===== config.mk =====
export PLATFORM = sky130hd
export DESIGN_NAME = axis_packet_injector
export DESIGN_NICKNAME = d
export VERILOG_FILES = /design/src/rtl/axis_injector_pkg.sv /design/src/rtl/axis_output_slot.sv /design/src/rtl/axis_packet_injector.sv
export SDC_FILE = /design/constraint.sdc
export NUM_CORES = 1
export LEC_CHECK = 0
export ABC_CLOCK_PERIOD_IN_PS = 3100
export BUFFER_PORTS_ARGS = -buffer_cell sky130_fd_sc_hd__buf_2
export CORE_MARGIN = 4
export CORE_UTILIZATION = 55
export CTS_BUF_LIST = sky130_fd_sc_hd__clkbuf_8 sky130_fd_sc_hd__clkbuf_16
export CTS_CLUSTER_DIAMETER = 60
export CTS_CLUSTER_SIZE = 20
export DETAILED_ROUTE_END_ITERATION = 10
export GPL_ROUTABILITY_DRIVEN = 0
export PLACE_DENSITY = 0.84
export REMOVE_ABC_BUFFERS = 1
export SYNTH_ARGS = -nofsm -noshare
export SYNTH_HDL_FRONTEND = slang
export SYNTH_SLANG_ARGS = --single-unit

===== constraint.sdc =====
create_clock -name clk_usr -period 3.1 [get_ports clk_usr]
set_clock_uncertainty 0.05 [all_clocks]
set_input_delay 0.775 -clock clk_usr [delete_from_list [all_inputs] [get_ports clk_usr]]
set_output_delay 0.775 -clock clk_usr [all_outputs]
set_load 0.02 [all_outputs]

===== src/rtl/axis_injector_pkg.sv =====
// axis_injector_pkg: shared FSM state type and header packing helper for axis_packet_injector
package axis_injector_pkg;
  typedef enum logic [1:0] {S_IDLE, S_HEADER, S_PAYLOAD} inj_state_t;
  localparam int HDR_W = 128;
  localparam int HDR_LEN_LSB = 0;
  // Fields are packed contiguously from HDR_LEN_LSB: len, then source address, then sequence number.
  // Callers zero-extend each field to HDR_W, so bits above the fields stay zero.
  function automatic logic [HDR_W-1:0] pack_header(
    input logic [HDR_W-1:0] len,
    input logic [HDR_W-1:0] src,
    input logic [HDR_W-1:0] seq,
    input int               len_w,
    input int               src_w
  );
    return (len << HDR_LEN_LSB) | (src << (HDR_LEN_LSB + len_w)) | (seq << (HDR_LEN_LSB + len_w + src_w));
  endfunction
endpackage


===== src/rtl/axis_output_slot.sv =====
// axis_output_slot: single-entry valid/ready output register carrying data, last, id and dest
// Ports: clk_usr/rst_n clock and async active-low reset; i_load/i_* beat to capture (only honoured when o_free);
//        i_tready downstream ready; o_free slot can accept a beat this cycle; o_t* registered AXIS outputs.
module axis_output_slot #(
  parameter int DATA_WIDTH = 32,
  parameter int ID_WIDTH   = 2,
  parameter int DEST_WIDTH = 2
) (
  input  logic                  clk_usr,
  input  logic                  rst_n,
  input  logic                  i_load,
  input  logic [DATA_WIDTH-1:0] i_data,
  input  logic                  i_last,
  input  logic [ID_WIDTH-1:0]   i_id,
  input  logic [DEST_WIDTH-1:0] i_dest,
  input  logic                  i_tready,
  output logic                  o_free,
  output logic                  o_tvalid,
  output logic [DATA_WIDTH-1:0] o_tdata,
  output logic                  o_tlast,
  output logic [ID_WIDTH-1:0]   o_tid,
  output logic [DEST_WIDTH-1:0] o_tdest
);
  logic                  r_valid;
  logic [DATA_WIDTH-1:0] r_data;
  logic                  r_last;
  logic [ID_WIDTH-1:0]   r_id;
  logic [DEST_WIDTH-1:0] r_dest;
  assign o_free   = !r_valid || i_tready;
  assign o_tvalid = r_valid;
  assign o_tdata  = r_data;
  assign o_tlast  = r_last;
  assign o_tid    = r_id;
  assign o_tdest  = r_dest;
  always_ff @(posedge clk_usr or negedge rst_n) begin
    if (!rst_n) begin
      r_valid <= 1'b0;
      r_data  <= '0;
      r_last  <= 1'b0;
      r_id    <= '0;
      r_dest  <= '0;
    end else if (o_free) begin
      r_valid <= i_load;
      if (i_load) begin
        r_data <= i_data;
        r_last <= i_last;
        r_id   <= i_id;
        r_dest <= i_dest;
      end
    end
  end
endmodule


===== src/rtl/axis_packet_injector.sv =====
// axis_packet_injector: turns per-packet commands plus a payload stream into header+payload AXIS packets
// Ports: clk_usr/rst_n clock and async active-low reset; router_address source id for headers;
//        cfg_* command handshake (dest, tid, len); pld_* payload stream in; axis_in_* injection stream out;
//        pkt_count packets delivered (tlast handshakes); busy FSM active or output beat pending.
module axis_packet_injector
  import axis_injector_pkg::*;
#(
  parameter int TDATA_WIDTH    = 32,
  parameter int TDEST_WIDTH    = 2,
  parameter int TID_WIDTH      = 2,
  parameter int RTR_ADDR_WIDTH = 4,
  parameter int MAX_PKT_LEN    = 16,
  parameter int LEN_WIDTH      = $clog2(MAX_PKT_LEN + 1),
  parameter int SEQ_WIDTH      = 16
) (
  input  logic                      clk_usr,
  input  logic                      rst_n,
  input  logic [RTR_ADDR_WIDTH-1:0] router_address,
  input  logic                      cfg_valid,
  output logic                      cfg_ready,
  input  logic [TDEST_WIDTH-1:0]    cfg_dest,
  input  logic [TID_WIDTH-1:0]      cfg_tid,
  input  logic [LEN_WIDTH-1:0]      cfg_len,
  input  logic                      pld_tvalid,
  output logic                      pld_tready,
  input  logic [TDATA_WIDTH-1:0]    pld_tdata,
  output logic                      axis_in_tvalid,
  input  logic                      axis_in_tready,
  output logic [TDATA_WIDTH-1:0]    axis_in_tdata,
  output logic                      axis_in_tlast,
  output logic [TID_WIDTH-1:0]      axis_in_tid,
  output logic [TDEST_WIDTH-1:0]    axis_in_tdest,
  output logic [31:0]               pkt_count,
  output logic                      busy
);
  inj_state_t               r_state;
  inj_state_t               w_next;
  logic [LEN_WIDTH-1:0]     r_len;
  logic [LEN_WIDTH-1:0]     r_rem;
  logic [TDEST_WIDTH-1:0]   r_dest;
  logic [TID_WIDTH-1:0]     r_tid;
  logic [SEQ_WIDTH-1:0]     r_seq;
  logic [31:0]              r_pkt_count;
  logic                     w_free;
  logic                     w_load;
  logic                     w_last;
  logic [TDATA_WIDTH-1:0]   w_data;
  logic [TDATA_WIDTH-1:0]   w_hdr;
  logic [LEN_WIDTH-1:0]     w_len_clamp;
  assign w_hdr       = TDATA_WIDTH'(pack_header(HDR_W'(r_len), HDR_W'(router_address), HDR_W'(r_seq), LEN_WIDTH, RTR_ADDR_WIDTH));
  assign w_len_clamp = (cfg_len > LEN_WIDTH'(MAX_PKT_LEN)) ? LEN_WIDTH'(MAX_PKT_LEN) : cfg_len;
  assign pkt_count   = r_pkt_count;
  assign busy        = (r_state != S_IDLE) || axis_in_tvalid;
  axis_output_slot #(
    .DATA_WIDTH (TDATA_WIDTH),
    .ID_WIDTH   (TID_WIDTH),
    .DEST_WIDTH (TDEST_WIDTH)
  ) u_slot (
    .clk_usr  (clk_usr),
    .rst_n    (rst_n),
    .i_load   (w_load),
    .i_data   (w_data),
    .i_last   (w_last),
    .i_id     (r_tid),
    .i_dest   (r_dest),
    .i_tready (axis_in_tready),
    .o_free   (w_free),
    .o_tvalid (axis_in_tvalid),
    .o_tdata  (axis_in_tdata),
    .o_tlast  (axis_in_tlast),
    .o_tid    (axis_in_tid),
    .o_tdest  (axis_in_tdest)
  );
  always_ff @(posedge clk_usr or negedge rst_n) begin
    if (!rst_n) r_state <= S_IDLE;
    else        r_state <= w_next;
  end
  // Payload ready follows slot freedom combinationally; valid only ever comes out of the slot register.
  always_comb begin
    w_next     = r_state;
    cfg_ready  = 1'b0;
    pld_tready = 1'b0;
    w_load     = 1'b0;
    w_data     = pld_tdata;
    w_last     = 1'b0;
    case (r_state)
      S_IDLE: begin
        cfg_ready = 1'b1;
        w_next    = cfg_valid ? S_HEADER : S_IDLE;
      end
      S_HEADER: begin
        w_load = w_free;
        w_data = w_hdr;
        w_last = (r_len == '0);
        w_next = !w_free ? S_HEADER : (r_len == '0) ? S_IDLE : S_PAYLOAD;
      end
      S_PAYLOAD: begin
        pld_tready = w_free;
        w_load     = w_free && pld_tvalid;
        w_last     = (r_rem == LEN_WIDTH'(1));
        w_next     = (w_load && w_last) ? S_IDLE : S_PAYLOAD;
      end
      default: w_next = S_IDLE;
    endcase
  end
  always_ff @(posedge clk_usr or negedge rst_n) begin
    if (!rst_n) begin
      r_len       <= '0;
      r_rem       <= '0;
      r_dest      <= '0;
      r_tid       <= '0;
      r_seq       <= '0;
      r_pkt_count <= '0;
    end else begin
      if (r_state == S_IDLE && cfg_valid) begin
        r_len  <= w_len_clamp;
        r_dest <= cfg_dest;
        r_tid  <= cfg_tid;
      end
      if (r_state == S_HEADER && w_free) begin
        r_seq <= r_seq + SEQ_WIDTH'(1);
        r_rem <= r_len;
      end
      if (r_state == S_PAYLOAD && w_load) r_rem <= r_rem - LEN_WIDTH'(1);
      if (axis_in_tvalid && axis_in_tready && axis_in_tlast) r_pkt_count <= r_pkt_count + 32'd1;
    end
  end
endmodule


==> results.md, run 1 <==
Power:
- Summed over all nets, the switching power comes to approximately 1700 µW.
- In this run, flip-flops and latches consume 44.9% of the power.
- The leakage power figure is approximately 0.0028 µW.
- Net switching is 39.31% of the power.
- The clock share of power is 17.3%.
- The worst-case vdd ir drop is around 0.66 mV.
- The ratio of total power to cell area is 779.3 nW/µm².
- The power share of the combinational group is between 30% and 40%.
- The internal portion of the total power is roughly 2600 µW.

Clocking:
- The clock sink count is 102.
- Counting along the longest clock path gives a buffer depth of 2.
- The number of gates given a new drive strength after cts is 0.
- At the later pin of the worst-skew pair, clock insertion delay measures between 0.3 and 0.4 ns.
- The hold-fix buffer count after cts is 0.
- Post-CTS timing repair inserted 0 buffers for setup.
- The root buffer selected by CTS is clkbuf_8.
- In this run, CTS created clock tree buffers numbering 9.
- Clock-pin slew was measured on the worst setup and hold paths at about 0.1 ns.
- The H-tree level count is 3.
- TritonCTS built the clock tree.

STA:
- The final hold violation count came to 0.
- Setup violations remaining at the end of the flow were counted as 0.
- The upper clock frequency limit is 444.4 MHz.
- The max-slew violation count was 0.
- Headroom to the max-slew limit came out at about 50%.
- After layout, the minimum clock period comes to ~2.3 ns.
- Setup repair after global routing left no endpoint under its margin.
- The slew at the pin closest to its max-slew limit is 0.7512 ns.
- After layout, the worst path uses between 70% and 80% of the clock period.
- The final worst-path setup slack is 0.8496 ns.

Synth:
- The mean instance size in the synthesized netlist is 10.85 µm².
- Yosys printed 0 warnings.
- The cell count after synthesis came out at roughly 430.
- After synthesis, the netlist uses 33 different library cells.
- The total of flip-flops plus latches after synthesis is around 100.
- In this run the cell area of the synthesized design comes to around 4700 µm².
- The sequential share of the synthesized area is roughly 55%.

Cells and area:
- Summing all flip-flop and latch instances after layout gives around 2600 µm².
- Cells fill approximately 68% of the core in the end.
- The count of fill cells added during filler insertion is 632.
- Compared with the post-synthesis result, the final layout area differs by 19.84%.
- The multi-input combinational cells in the finished layout cover a total of 2024 µm².
- The number of nets in the finished design is between 600 and 700.
- The total inserted antenna cells is 0.
- Leaving out fill and tap cells, the most frequent cell in the layout is buf_2.
- The fraction of layout instances using a drive strength above 1 is 28.90%.
- The library cells used most frequently in the layout, excluding fill and tap cells, are buf_2, dfrtp_1, nand2_1, o21ai_0, xnor2_1.

Placed design:
- The wire-length estimate of the detail-placed layout is 7.463 mm.
- The post-placement worst setup slack is 0.7247 ns.
- The count of port buffers added during placement is 122.

Floorplanning:
- The standard-cell row count is 33.
- The die covers 9998 µm².
- The core area is roughly 8200 µm².
- The height of the die is ~100 µm.
- The die boundary width is 99.99 µm.
- In this run the count of I/O pins placed on the die edge is 123.
- Once the floorplan was initialized, standard cells occupied 56.65% of the core.

Hold path:
- The path type of the worst min-delay path is primary input to async pin.

Worst setup path:
- The type of destination of the critical path is an output pin.
- The highest fanout seen on the critical path is 4.
- The required time of the critical path is 2.27 ns.
- Measured in cells, the most critical reg-to-reg path has a length of 7.
- The internal reg-to-reg setup slack is 0.95 ns.
- The launch point of the worst reg-to-reg path is r_state[0]$_DFF_PN0_.
- The arrival time reported for the critical path endpoint is 1.43 ns.
- The element type at the critical path start is a primary input.
- On the worst path, the slowest cell contributes a delay of between 0.15 and 0.2 ns.
- Traced cell by cell, the critical path runs through buf_2, nand2b_1, and2_1, buf_2.
- The cell that appears most often on the critical path is buf_2.
- The endpoint identified for the worst register-to-register timing path is u_slot.o_tdata[8]$_DFFE_PN0P_.
- The slowest stage cell on the critical path is nand2b_1.
- The kind of critical path is primary input to output pin.

Global routing:
- The sum of overflow across all layers after global routing is 0.
- Across every metal layer, demand over resource in global routing totals a little over a fifth.
- The initial antenna violation count is 0.
- The maximum number of pins on one net before global-route repair is 60.
- The global-route wire length before repair is 17.37 mm.
- The via count of the first global-routing pass is 3,650.

Routing:
- The antenna violation net count after detailed routing is 0.
- After detailed routing, the number of vias per cell comes to ~5.4.
- In the routed design, unresolved DRC markers number 0.
- In this run, the number of DRC markers left after iteration 0 of detailed routing was 82.
- For this run, the detailed router's first-pass iteration total came to 4.
- The total wire length is 10.13 mm.
- The average wire length per cell after detail routing is roughly 15 µm.
- The number of vias after detailed routing is between 3,000 and 4,000.

Run:
- The number of maximum-capacitance constraint violations is 0.

Run status:
- The run finished with clean final reports.
-- cells in the mapped netlist --
library cell / instances / area share (%)
a21o_1: 1 / 0.16
a21oi_1: 8 / 0.86
a22oi_1: 1 / 0.16
a32oi_1: 1 / 0.19
and2_1: 1 / 0.13
and3_1: 7 / 0.94
and4_1: 1 / 0.19
buf_1: 1 / 0.081
buf_2: 5 / 0.54
clkbuf_1: 8 / 0.65
clkinv_1: 1 / 0.081
dfrtp_1: 102 / 55
ha_1: 8 / 2.2
inv_1: 6 / 0.48
mux2_2: 11 / 2.7
mux2i_1: 30 / 6.5
nand2_1: 65 / 5.2
nand2b_1: 6 / 0.81
nand3_1: 24 / 2.6
nand3_2: 1 / 0.22
nand4_1: 20 / 2.7
nand4_2: 1 / 0.27
nor2_1: 17 / 1.4
nor2_2: 1 / 0.13
nor2b_1: 1 / 0.13
nor3_1: 9 / 0.97
nor4_1: 1 / 0.13
nor4_4: 3 / 1.4
nor4b_1: 1 / 0.19
o21ai_0: 37 / 4.0
or2_2: 1 / 0.13
xnor2_1: 35 / 6.6
xor2_1: 14 / 2.6
-- layer usage --
layer | track usage, % | wire length, µm | vias to the layer above | part of all wire (%)
li1 | - | - | 1726 | -
met3 | 3.127 | 519 | 15 | 5.1
met1 | 29.75 | 4449 | 1729 | 44
met4 | 7.461 | 206 | 0 | 2.0
met2 | 34.58 | 4957 | 103 | 49
met5 | 0 | 0 | - | 0
-- flip-flops by register name (all words and copies together), names as in the netlist --
register / count
pkt_count: 32
r_dest: 2
r_len: 5
r_rem: 5
r_seq: 16
r_state: 2
r_tid: 2
u_slot.o_tdata: 32
u_slot.o_tdest: 2
u_slot.o_tid: 2
u_slot.o_tlast: 1
u_slot.o_tvalid: 1
-- metrics by stage --
| step | total power, µW | hold slack, ns | setup TNS (ns) | cell area (µm²) | cells |
|---|---|---|---|---|---|
| floorplan | 3050 | 0.3953 | -11.84 | 4596 | 415 |
| global placement | 3560 | 0.4067 | 0 | 5403 | 646 |
| detailed placement | 3641 | 0.4185 | 0 | 5403 | 646 |
| CTS | 4393 | 0.4348 | 0 | 5578 | 662 |
| global route | 4661 | 0.4496 | 0 | 5578 | 662 |
| finish | 4347 | 0.4025 | 0 | 5578 | 662 |
-- cells by family (layout without fill, tap and decap cells) --
group | after synthesis | after routing | share of synthesized area [%]
AND/OR/NAND/NOR | 160 | 160 | 17.50
flip-flops | 102 | 102 | 54.84
XOR/XNOR | 49 | 49 | 9.220
AO/OA/AOI/OAI | 48 | 48 | 5.350
multiplexers | 41 | 41 | 9.113
buffers and inverters | 21 | 149 | 1.828
adder cells (fa/ha/maj) | 8 | 8 | 2.151
-- final cells by class --
type                            instances  area share [%]
Clock buffer                           10           2.467
Inverter                                7          0.4711
Clock inverter                          6          0.6729
Sequential cell                       102           45.76
Multi-Input combinational cell        306           36.29
Tap cell                              105           2.355
Timing Repair Buffer                  126           11.98
-- power groups by stage --
stage / Sequential [µW] / Clock, µW / Combinational (µW)
3_3_place_gp: 1960 / 0 / 1600
6_report: 1950 / 752 / 1640
5_1_grt: 2000 / 827 / 1840
2_1_floorplan: 2200 / 0 / 847
3_5_place_dp: 1980 / 0 / 1660
4_1_cts: 1950 / 773 / 1670
-- worst max-delay path: cells and delay by family --
| family | cells | cell delay, ns |
|---|---|---|
| and+or+nand+nor | 2 | 0.37 |
| buffers and inverters | 2 | 0.28 |
-- worst max-delay path by stage --
stage          depth (start not counted)                 start  slack, ns                             end
6_report                               4        axis_in_tready       0.85                      pld_tready
5_1_grt                                6  r_state[0]$_DFF_PN0_       0.70   u_slot.o_tdata[6]$_DFFE_PN0P_
4_1_cts                                4        axis_in_tready       0.85                      pld_tready
3_5_place_dp                           6        axis_in_tready       0.72  u_slot.o_tdata[22]$_DFFE_PN0P_
3_3_place_gp                           6        axis_in_tready       0.81  u_slot.o_tdata[21]$_DFFE_PN0P_
2_1_floorplan                          5  r_state[1]$_DFF_PN0_      -0.50   u_slot.o_tdest[0]$_DFFE_PN0P_
No activity file was read; power rests on OpenSTA's default activity.
==> run 2, diff against run 1 <==
--- a/config.mk
+++ b/config.mk
@@ -5,16 +5,17 @@
 export SDC_FILE = /design/constraint.sdc
 export NUM_CORES = 1
 export LEC_CHECK = 0
-export ABC_CLOCK_PERIOD_IN_PS = 3100
+export ABC_AREA = 1
+export ABC_CLOCK_PERIOD_IN_PS = 2200
 export BUFFER_PORTS_ARGS = -buffer_cell sky130_fd_sc_hd__buf_2
 export CORE_MARGIN = 4
-export CORE_UTILIZATION = 55
+export CORE_UTILIZATION = 54
 export CTS_BUF_LIST = sky130_fd_sc_hd__clkbuf_8 sky130_fd_sc_hd__clkbuf_16
 export CTS_CLUSTER_DIAMETER = 60
 export CTS_CLUSTER_SIZE = 20
 export DETAILED_ROUTE_END_ITERATION = 10
 export GPL_ROUTABILITY_DRIVEN = 0
-export PLACE_DENSITY = 0.84
+export PLACE_DENSITY = 0.81
 export REMOVE_ABC_BUFFERS = 1
 export SYNTH_ARGS = -nofsm -noshare
 export SYNTH_HDL_FRONTEND = slang
==> constraint.sdc (replaced) <==
create_clock -name clk_usr -period 2.2 [get_ports clk_usr]
set_clock_uncertainty 0.05 [all_clocks]
set_input_delay 0.55 -clock clk_usr [delete_from_list [all_inputs] [get_ports clk_usr]]
set_output_delay 0.55 -clock clk_usr [all_outputs]
set_load 0.02 [all_outputs]
==> run 2 against run 1 <==
Net effect:
- clock-buffer cell count stayed put
- wire length is 23% higher
- final cell count is 40% higher
- die area is 14% higher
- sequential cell count stayed put
- synthesized area is 13% higher
- setup slack worse by 0.70 ns
- power is 63% higher
- final area is 13% higher
- utilization is 0.73 points lower
- synthesized cell count is 55% higher
- via count is 32% higher
- largest power group is now combinational logic
- highest routed layer unchanged
==> results.md, run 2 <==
Global routing:
- The total track usage is 22.76%.
- The via count of the first global-routing pass was roughly 4,600.
- The maximum number of pins on one net before global-route repair is just under 50.
- The first global-routing pass estimated 21.27 mm of wire.
- The initial antenna violation count is 0.
- The sum of overflow across all layers after global routing is 0.

Power:
- The internal power contribution is 4209 µW.
- The total power of the final layout is 7089 µW.
- The analysis attributes to cell leakage a power of 0.003383 µW.
- The switching power is 2880 µW.
- The sequential cell fraction of total power is 39.9%.
- The share of total power dissipated in combinational logic is between 40 and 50%.
- The clock share of power is 19.7%.
- In this run the power density over the cells is 1126 nW/µm².
- The worst-case IR drop observed on VDD is ~0.8 mV.
- The fraction of power spent switching nets is 40.62%.

Floorplanning:
- The height of the die is about 110 µm.
- The region available for standard cell placement spans 9371 µm².
- In this run the count of I/O pins placed on the die edge is 123.
- The floorplan step defined a die boundary enclosing 11,400 µm².
- For this configuration, the core starts out at a cell density of 56.23%.
- From left edge to right edge, the die measures 106.8 µm.
- The standard-cell row count is 35.

Synth:
- The sequential share of the synthesized area is just under 50%.
- After synthesis the cells add up to roughly 5300 µm².
- After synthesis, the cell types taking the most area are dfrtp_1, nand2_1, nor2_1, inv_1, xor2_1.
- The dominant register cell in the synthesized netlist is dfrtp_1.
- The count of synthesis-stage warnings from yosys is 0.
- The async set-reset flop share out of synthesis is 100.0%.
- The total of flip-flops plus latches after synthesis is 102.
- Each instance of the synthesized netlist takes up on average 7.901 µm².
- The synthesized netlist contains 31 unique library cells.
- Sorting the synthesized cells by how often they occur yields nand2_1, dfrtp_1, nor2_1.
- The proportion of netlist area held by the largest area contributor is 48.43%.
- Yosys mapped a number of flops with a built-in enable equal to 0.
- The library cell with the highest instance count after synthesis is nand2_1.
- The largest total area in the synthesized netlist belongs to dfrtp_1.
- The post-synthesis instance total is 667.

Clocking:
- Clock-pin slew was measured on the worst setup and hold paths at 0.10 ns.
- The H-tree was split into 3 levels.
- The number of gates given a new drive strength after cts is 0.
- The hold-fix buffer count after cts is 0.
- Post-CTS timing repair inserted 0 buffers for setup.
- The root buffer selected by CTS is clkbuf_8.
- The clock sink count is between 100 and 150.
- The clock tree from TritonCTS is yes.
- The clock reaches the later pin of the worst-skew pair after 0.36 ns.
- No sink is reached through more buffers than the 2 on the longest clock path.
- In this run, CTS created clock tree buffers numbering 9.

Worst setup path:
- The largest individual stage delay along the critical path comes from the cell dfrtp_1.
- STA classifies the critical path endpoint as an output pin.
- The cell family contributing the most delay on the critical path is flip-flops.
- The internal reg-to-reg setup slack is around 0.31 ns.
- The required time of the critical path is about 1.6 ns.
- Traced cell by cell, the critical path runs through inv_1, ha_1, inv_1, nor2_1, buf_2.
- In this design, the critical path's most frequently occurring cell is inv_1.
- By startpoint and endpoint, the worst setup path is classified as flip-flop to output pin.
- The sum of buffers and inverters on the critical path is 3.
- For this run, the slowest stage of the critical path takes approximately 0.42 ns.
- The highest fanout seen on the critical path is 3.
- The arrival time reported for the critical path endpoint is 1.45 ns.
- STA classifies the critical path startpoint as a flip-flop.

Routing:
- The average wire length per cell after detail routing is 13.45 µm.
- The total wire length is 12.48 mm.
- After detailed routing, the number of remaining DRC violations is 0.
- The number of iterations in the first detailed-routing pass is 5.
- The first routing iteration left 260 violations.
- Using the TritonRoute via totals, the vias-per-cell ratio works out to between 5 and 6.
- The antenna violation net count after detailed routing is 0.
- Detailed routing inserted a total of 4,733 vias.

STA:
- The final period demand of the worst path is slightly above 2 ns.
- The worst path meets setup with 0.1514 ns of slack.
- The max-slew violation count is 0.
- Setup violations remaining at the end of the flow were counted as 0.
- The worst path uses 93.12% of the clock period.
- The final hold violation count is 0.
- The worst max-slew margin expressed relative to the limit is slightly below 60%.
- At the pin with the least slew margin, the transition time is 0.6249 ns.
- The upper clock frequency limit is 488.1 MHz.
- Setup repair after global routing left no endpoint under its margin.

Run status:
- The flow ran to the end, and the final reports show no timing, DRC or antenna violations.

Cells and area:
- In the layout the commonest cells are nand2_1, buf_2, dfrtp_1, nor2_1, inv_1.
- The fraction of layout instances using a drive strength above 1 is 22.03%.
- Counting the fill cells in the layout gives 797.
- Leaving out fill and tap cells, the most frequent cell in the layout is nand2_1.
- For this run, the post-layout net count is between 800 and 900.
- The total inserted antenna cells is 0.
- Compared with the post-synthesis result, the final layout area differs by 19.42%.

Hold path:
- The path type of the worst min-delay path is primary input to async pin.

Placed design:
- The post-placement worst setup slack is 0.2999 ns.
- The count of port buffers added during placement is 122.
- The wire-length estimate of the detail-placed layout is 9.448 mm.

Run:
- The tool flagged a number of max-cap violations equal to 0.
[run 2: area by class of cell]
| cell class | instances | area (µm²) | share of cell area [%] |
|---|---|---|---|
| Clock buffer | 10 | 137.6 | 2.187 |
| Multi-Input combinational cell | 484 | 2359 | 37.48 |
| Tap cell | 129 | 161.4 | 2.565 |
| Sequential cell | 102 | 2552 | 40.56 |
| Inverter | 63 | 236.5 | 3.757 |
| Clock inverter | 5 | 98.84 | 1.571 |
| Timing Repair Buffer | 135 | 748.2 | 11.89 |
[run 2: power groups by stage]
stage | sequential (µW) | combinational [µW] | clock [µW]
4_1_cts | 2830 | 2880 | 1420
5_1_grt | 2900 | 3170 | 1500
6_report | 2830 | 2860 | 1400
3_3_place_gp | 2840 | 2780 | 0
2_1_floorplan | 3200 | 1460 | 0
3_5_place_dp | 2850 | 2870 | 0
[run 2: cells by family (layout without fill, tap and decap cells)]
| group | Yosys count | after routing | share of synthesized area [%] |
|---|---|---|---|
| AOI/OAI and AO/OA | 46 | 46 | 6.268 |
| xor gates and xnor gates | 33 | 33 | 5.484 |
| adders and majority gates | 8 | 8 | 1.899 |
| buffers and inverters | 81 | 213 | 6.813 |
| DFF | 102 | 102 | 48.43 |
| and+or+nand+nor | 397 | 397 | 31.10 |
[run 2: routing by layer]
| layer | part of all wire (%) | vias to the layer above | track usage (%) |
|---|---|---|---|
| li1 | - | 2336 | - |
| met1 | 43 | 2210 | 29.14 |
| met4 | 2.4 | 0 | 9.224 |
| met5 | 0 | - | 0 |
| met3 | 6.4 | 29 | 4.214 |
| met2 | 48 | 158 | 38.17 |
[run 2: path summary, 6_finish.rpt]
path / end / depth (start not counted) / startpoint
hold / removal: u_slot.o_tdata[7]$_DFFE_PN0P_ / 1 / rst_n
max in group asynchronous: u_slot.o_tdata[4]$_DFFE_PN0P_ / 2 / rst_n
min in group clk_usr: r_tid[1]$_DFFE_PN0P_ / 3 / cfg_tid[1]
setup / recovery: pld_tready / 5 / r_state[0]$_DFF_PN0_
hold reg to reg: r_seq[14]$_DFFE_PN0P_ / 1 / r_seq[14]$_DFFE_PN0P_
setup reg to reg: u_slot.o_tdata[0]$_DFFE_PN0P_ / 8 / r_state[1]$_DFF_PN0_
[run 2: through the flow]
stage	instance area (µm²)	utilization, %	hold WS [ns]	setup TNS, ns	instances
after floorplan	5147	-	0.2044	-33.78	649
after global placement	6057	64.63	0.4083	0	913
after detailed placement	6057	64.63	0.4111	0	913
after CTS	6294	67.16	0.1626	0	928
after global routing	6294	67.16	0.1959	0	928
final	6294	67.16	0.1519	0	928
[run 2: worst reg2reg max path: stages, from the launching register on]
cell,delay (ns)
dfrtp_1,0.41
inv_1,0.10
ha_1,0.19
buf_4,0.26
inv_1,0.09
buf_4,0.21
or2_2,0.30
o211ai_1,0.10
nand2_1,0.07
